<file path="src/rtl/glitch_detector.sv">
// glitch_detector: synchronizes an asynchronous pulse train, measures the width
// of every completed phase in clk cycles and flags phases shorter than MIN_TICKS.
// Optional build macro GLITCH_DET_STUCK_EN enables the MAX_TICKS stuck timeout;
// without it stuck is tied low and the phase counter only saturates.
module glitch_detector #(
    parameter int unsigned MIN_TICKS = 20,
    parameter int unsigned MAX_TICKS = 4000,
    parameter int unsigned CNT_W     = 16
) (
    input  logic             clk,
    input  logic             rst_n,
    input  logic             sig_in,
    input  logic             clear,
    output logic             glitch,
    output logic [CNT_W-1:0] glitch_count,
    output logic [CNT_W-1:0] last_width,
    output logic             width_valid,
    output logic             level,
    output logic             stuck
);

    localparam logic [CNT_W-1:0] CNT_MAX = '1;
    localparam logic [CNT_W-1:0] CNT_ONE = CNT_W'(1);

    typedef enum logic [1:0] {
        IDLE = 2'd0,
        HIGH = 2'd1,
        LOW  = 2'd2
    } state_t;

    logic             sync1_q;
    logic             sync2_q;
    logic             edge_mem_q;
    logic             edge_det_c;

    state_t           state_q, state_d;
    logic [CNT_W-1:0] cnt_q, cnt_d;
    logic [CNT_W-1:0] last_width_q, last_width_d;
    logic             level_q, level_d;
    logic             width_valid_q, width_valid_d;
    logic             glitch_q, glitch_d;
    logic [CNT_W-1:0] glitch_count_q, glitch_count_d;

    logic [31:0]      cnt_wide_c;
    logic             short_c;
    logic [CNT_W-1:0] cnt_inc_c;
    logic [CNT_W-1:0] gcnt_inc_c;

`ifdef GLITCH_DET_STUCK_EN
    logic             stuck_q, stuck_d;
    logic             timeout_c;
`else
    logic [31:0]      unused_max_ticks;
`endif

    // Two-flop synchronizer followed by the edge-memory flop
    always_ff @(posedge clk or negedge rst_n) begin
        if (!rst_n) begin
            sync1_q    <= 1'b0;
            sync2_q    <= 1'b0;
            edge_mem_q <= 1'b0;
        end else begin
            sync1_q    <= sig_in;
            sync2_q    <= sync1_q;
            edge_mem_q <= sync2_q;
        end
    end

    assign edge_det_c = sync2_q ^ edge_mem_q;
    assign cnt_wide_c = 32'(cnt_q);
    assign short_c    = cnt_wide_c < MIN_TICKS;
    assign cnt_inc_c  = (cnt_q == CNT_MAX) ? cnt_q : cnt_q + CNT_ONE;
    assign gcnt_inc_c = (glitch_count_q == CNT_MAX) ? glitch_count_q
                                                    : glitch_count_q + CNT_ONE;

`ifdef GLITCH_DET_STUCK_EN
    assign timeout_c = cnt_wide_c >= MAX_TICKS;
`else
    // Timeout is compiled out; the parameter stays for a uniform interface
    assign unused_max_ticks = 32'(MAX_TICKS);
`endif

    // State and measurement registers
    always_ff @(posedge clk or negedge rst_n) begin
        if (!rst_n) begin
            state_q        <= IDLE;
            cnt_q          <= '0;
            last_width_q   <= '0;
            level_q        <= 1'b0;
            width_valid_q  <= 1'b0;
            glitch_q       <= 1'b0;
            glitch_count_q <= '0;
`ifdef GLITCH_DET_STUCK_EN
            stuck_q        <= 1'b0;
`endif
        end else begin
            state_q        <= state_d;
            cnt_q          <= cnt_d;
            last_width_q   <= last_width_d;
            level_q        <= level_d;
            width_valid_q  <= width_valid_d;
            glitch_q       <= glitch_d;
            glitch_count_q <= glitch_count_d;
`ifdef GLITCH_DET_STUCK_EN
            stuck_q        <= stuck_d;
`endif
        end
    end

    // Next-state: phase tracking, width report, glitch counting, clear
    always_comb begin
        state_d        = state_q;
        cnt_d          = cnt_q;
        last_width_d   = last_width_q;
        level_d        = level_q;
        width_valid_d  = 1'b0;
        glitch_d       = 1'b0;
        glitch_count_d = glitch_count_q;
`ifdef GLITCH_DET_STUCK_EN
        stuck_d        = stuck_q;
`endif

        case (state_q)
            IDLE: begin
                // First edge only establishes the phase; nothing to report yet
                if (edge_det_c) begin
                    state_d = sync2_q ? HIGH : LOW;
                    cnt_d   = CNT_ONE;
                end
            end
            HIGH, LOW: begin
                if (edge_det_c) begin
                    last_width_d  = cnt_q;
                    level_d       = (state_q == HIGH);
                    width_valid_d = 1'b1;
                    state_d       = (state_q == HIGH) ? LOW : HIGH;
                    cnt_d         = CNT_ONE;
                    if (short_c) begin
                        glitch_d       = 1'b1;
                        glitch_count_d = gcnt_inc_c;
                    end
`ifdef GLITCH_DET_STUCK_EN
                end else if (timeout_c) begin
                    // A phase ending exactly at MAX_TICKS is still reported
                    stuck_d = 1'b1;
                    state_d = IDLE;
`endif
                end else begin
                    cnt_d = cnt_inc_c;
                end
            end
            default: begin
                state_d = IDLE;
            end
        endcase

        // Clear beats a coincident glitch increment or timeout
        if (clear) begin
            glitch_count_d = '0;
`ifdef GLITCH_DET_STUCK_EN
            stuck_d        = 1'b0;
`endif
        end
    end

    assign glitch       = glitch_q;
    assign glitch_count = glitch_count_q;
    assign last_width   = last_width_q;
    assign width_valid  = width_valid_q;
    assign level        = level_q;
`ifdef GLITCH_DET_STUCK_EN
    assign stuck        = stuck_q;
`else
    assign stuck        = 1'b0;
`endif

endmodule

</file>
<file path="config.mk">
export PLATFORM = sky130hd
export DESIGN_NAME = glitch_detector
export DESIGN_NICKNAME = d
export VERILOG_FILES = /design/src/rtl/glitch_detector.sv
export SDC_FILE = /design/constraint.sdc
export NUM_CORES = 1
export LEC_CHECK = 0
export BUFFER_PORTS_ARGS = -buffer_cell sky130_fd_sc_hd__buf_4
export CAP_MARGIN = 5
export CORE_UTILIZATION = 58
export DETAILED_ROUTE_END_ITERATION = 7
export PLACE_DENSITY = 0.81
export SETUP_SLACK_MARGIN = 0.5
export SYNTH_ARGS = -nofsm -noshare
export SYNTH_HDL_FRONTEND = slang
export SYNTH_SLANG_ARGS = --single-unit
</file>
<file path="constraint.sdc">
create_clock -name clk -period 2.57 [get_ports clk]
set_clock_uncertainty 0.05 [all_clocks]
set_input_delay 0.514 -clock clk [delete_from_list [all_inputs] [get_ports clk]]
set_output_delay 0.514 -clock clk [all_outputs]
set_load 0.01 [all_outputs]
</file>
==> summary.md <==
| Metric | Value |
|---|---|
| GRT Residual Overflow | `0` |
| Top cell type by total area after synthesis | `dfrtp_1` |
| Gr usage total | `about 25%` |
| H-Tree Depth | `2` |
| Power per cell area | `~680 mW/mm²` |
| Max-cap violation count | `0` |
| Clock Latency Late Sink | `310 ps` |
| Fraction of registers with async set or reset after synthesis | `between 90% and 100%` |
| Worst-path fanout max | `13` |
| Die Span Y | `approximately 76 µm` |
| Top cell type's share of synthesized area | `between 40% and 50%` |
| Part of the cycle the worst path needs | `around 78%` |
| Ant. Diodes | `0` |
| Synth unique cells | `56` |
| Final nets | `379` |
| Post-synthesis cell area | `roughly 0.0032 mm²` |
| Critical path's top delay family | `simple AND/OR/NAND/NOR gates` |
| CTS tree | `done` |
| FILL cells | `a little under 400` |
| Drt first-iter violations | `159` |
| CP cell instances | `nor4_4 -> nand4_4 -> buf_12 -> nor4_2 -> mux2_2` |
| Critical path type | `flop to flop` |
| Data arrival, critical path | `2140 ps` |
| Setup violations, final | `0` |
| Final-report hold violation count | `0` |
| Final Slew Violations | `0` |
| Port Buf Inserts | `38` |
| Via count | `approximately 2700` |
| Setup TNS | `0 ps` |
| Layout Cells excl Fill | `between 400 and 500` |
| Synthesis Warnings | `0` |
| Synth cell count leaders | `nand2_1 (61), dfrtp_1 (56), nor2_1 (25)` |
| Max rail drop VDD | `0.0005999 V` |
| Status | `finished, final reports clean` |
| Post-DR wirelength/cell | `between 15 and 20 µm` |
| I/O pin count | `40` |
| DRC Markers | `0` |
| Share of cells above drive strength 1 | `around 26%` |
| Worst slew margin | `between 50 and 60%` |
| Die width | `approximately 76 µm` |
| Ys flop type | `dfrtp_1` |
| Drt total wl | `7.106 mm` |
| Leak | `1.683 nW` |
| Die area | `approximately 0.006 mm²` |
| Required time worst endpoint | `2720 ps` |
| RSZ-0062 raised after global routing | `false` |
| Global-route wire length before repair | `roughly 12 mm` |
| Count leader, synth | `nand2_1` |
| Total power | `around 2.5 mW` |
| Vias in the first global route | `2527` |
| Avg Cell Area, Syn | `approximately 9.4 µm²` |
| HP Class | `primary input to async pin` |
| Placed cell count | `approximately 430` |
| Post-synthesis sequential area ratio | `43.56%` |
| Syn-to-layout area delta | `15.75%` |
| Clock slew at reported path FFs | `90 ps` |
| Register bit total from synthesis | `56` |
| Post-DP HPWL | `4.735 mm` |
| Crit. Startpoint | `cnt_q[7]` |
| Cells after Synth | `341` |
| Sink Count | `56` |
| Antenna violations before repair | `0` |
| Mapped Nets | `about 350` |
| Dominant cells by area after synthesis | `dfrtp_1 (44%), nand2_1 (7.1%), nor4_2 (4.3%)` |
| Root buffer cell | `clkbuf_8` |
| Critical path's largest stage delay | `approximately 450 ps` |
| Tmin final | `between 1500 and 2000 ps` |
| Largest net degree at the start of global routing | `57` |
| WP buf/inv | `1` |
| Worst Tran Pin Value | `697.1 ps` |
| Fmax achieved | `501.9 MHz` |
| 1st-pass router iterations | `5` |
| EDFF count, synth | `0` |
| # hold bufs at CTS | `0` |
| Post-DRT Antenna Nets | `0` |
| CP max-delay cell | `dfrtp_2` |
| Via density | `~6.2` |
| Starting Density | `between 60 and 70%` |
| Worst setup EP type | `flop` |
| Num rows | `26` |
| Core area | `0.005238 mm²` |
| CTS Buf Count | `5` |
| CP Launch Type | `flop` |
| Placer congestion estimate | `0.9104` |
| Reg2reg start | `cnt_q[7]` |
| Clk buf depth | `2` |
==> worst reg2reg max path, delay by kind of cell (launching register included) <==
kind                   cells  cell delay (ps)
and+or+nand+nor            3              840
DFF                        1              450
muxes                      1              360
buffers and inverters      1              180
==> power breakdown <==
| part | internal [mW] | switching (mW) | leakage, nW | total [mW] |
|---|---|---|---|---|
| clock | 0.177 | 0.262 | 0.0359 | 0.439 |
| combinational | 0.373 | 0.654 | 0.894 | 1.03 |
| sequential | 0.968 | 0.0805 | 0.753 | 1.05 |
==> cells by family (layout without fill, tap and decap cells) <==
kind of cell / after synthesis / count (layout) / synth area share, %
AO/OA/AOI/OAI: 54 / 54 / 12.25
XOR/XNOR: 2 / 2 / 1.128
flip-flops: 56 / 56 / 43.56
buffers and inverters: 35 / 63 / 5.484
adder cells (fa/ha/maj): 4 / 4 / 1.556
AND/OR/NAND/NOR: 176 / 176 / 31.35
other: 1 / 1 / 0.1166
multiplexers: 13 / 13 / 4.551
==> sequential cells by signal, indices dropped and copies added (netlist names) <==
name,cells
cnt_q,16
glitch,1
last_width,16
glitch_count,16
edge_mem_q,1
sync2_q,1
sync1_q,1
level,1
state_q,2
width_valid,1
==> placed cells by master, fill, tap and decap left out, types with 5 or more instances in the layout <==
| cell | instances |
|---|---|
| nand2_1 | 61 |
| o21ai_0 | 11 |
| dfrtp_2 | 6 |
| nor2b_1 | 14 |
| buf_4 | 47 |
| o31ai_1 | 6 |
| inv_1 | 10 |
| nand4_1 | 11 |
| nand3_1 | 17 |
| nor3_1 | 6 |
| mux2_1 | 7 |
| dfrtp_1 | 50 |
| o211ai_1 | 5 |
| and4_1 | 6 |
| mux2_2 | 6 |
| nor4_4 | 5 |
| nor4_2 | 10 |
| clkbuf_8 | 5 |
| nor2_1 | 25 |
==> timing repair <==
item                       in CTS  in global routing
pin swaps                       0                  3
buffers inserted                1                  6
setup endpoints to repair      21                 31
gates resized for setup         7                 18
==> metal layers <==
| layer | GRT usage [%] | up-vias | share of wire (%) |
|---|---|---|---|
| met3 | 4.551 | 11 | 5.3 |
| li1 | - | 1291 | - |
| met1 | 33.28 | 1314 | 42 |
| met4 | 7.692 | 0 | 1.4 |
| met2 | 42.88 | 99 | 51 |
| met5 | 0 | - | 0 |
==> path summary, 6_finish.rpt <==
| check | end | slack [ps] | depth (start not counted) |
|---|---|---|---|
| min | glitch_count[12] | 190 | 1 |
| min reg2reg | sync2_q | 310 | 0 |
| min in group clk | sync1_q | 260 | 1 |
| max in group asynchronous | cnt_q[6] | 1760 | 1 |
| max | glitch_count[4] | 580 | 5 |
| max reg2reg | glitch_count[4] | 580 | 5 |
==> metrics by stage <==
stage               area [µm²]  utilization, %  setup slack, ps  hold WS, ps
finish                    3724           71.09            577.5        192.6
global route              3724           71.09            497.9        242.1
CTS                       3610           68.92            485.5        229.6
detailed placement        3492           66.67            306.0        291.3
global placement          3492           66.67            356.9        296.8
floorplan                 3239               -            516.7        168.4
==> cell type report <==
| type | instances | area (µm²) | area share, % |
|---|---|---|---|
| clock buffer | 5 | 68.82 | 1.848 |
| inverter | 10 | 37.54 | 1.008 |
| multi-input combinational | 250 | 1748 | 46.94 |
| sequential | 56 | 1409 | 37.84 |
| tap | 70 | 87.58 | 2.352 |
| timing repair buffer | 48 | 372.9 | 10.01 |
(Power assumes the default switching activity.)
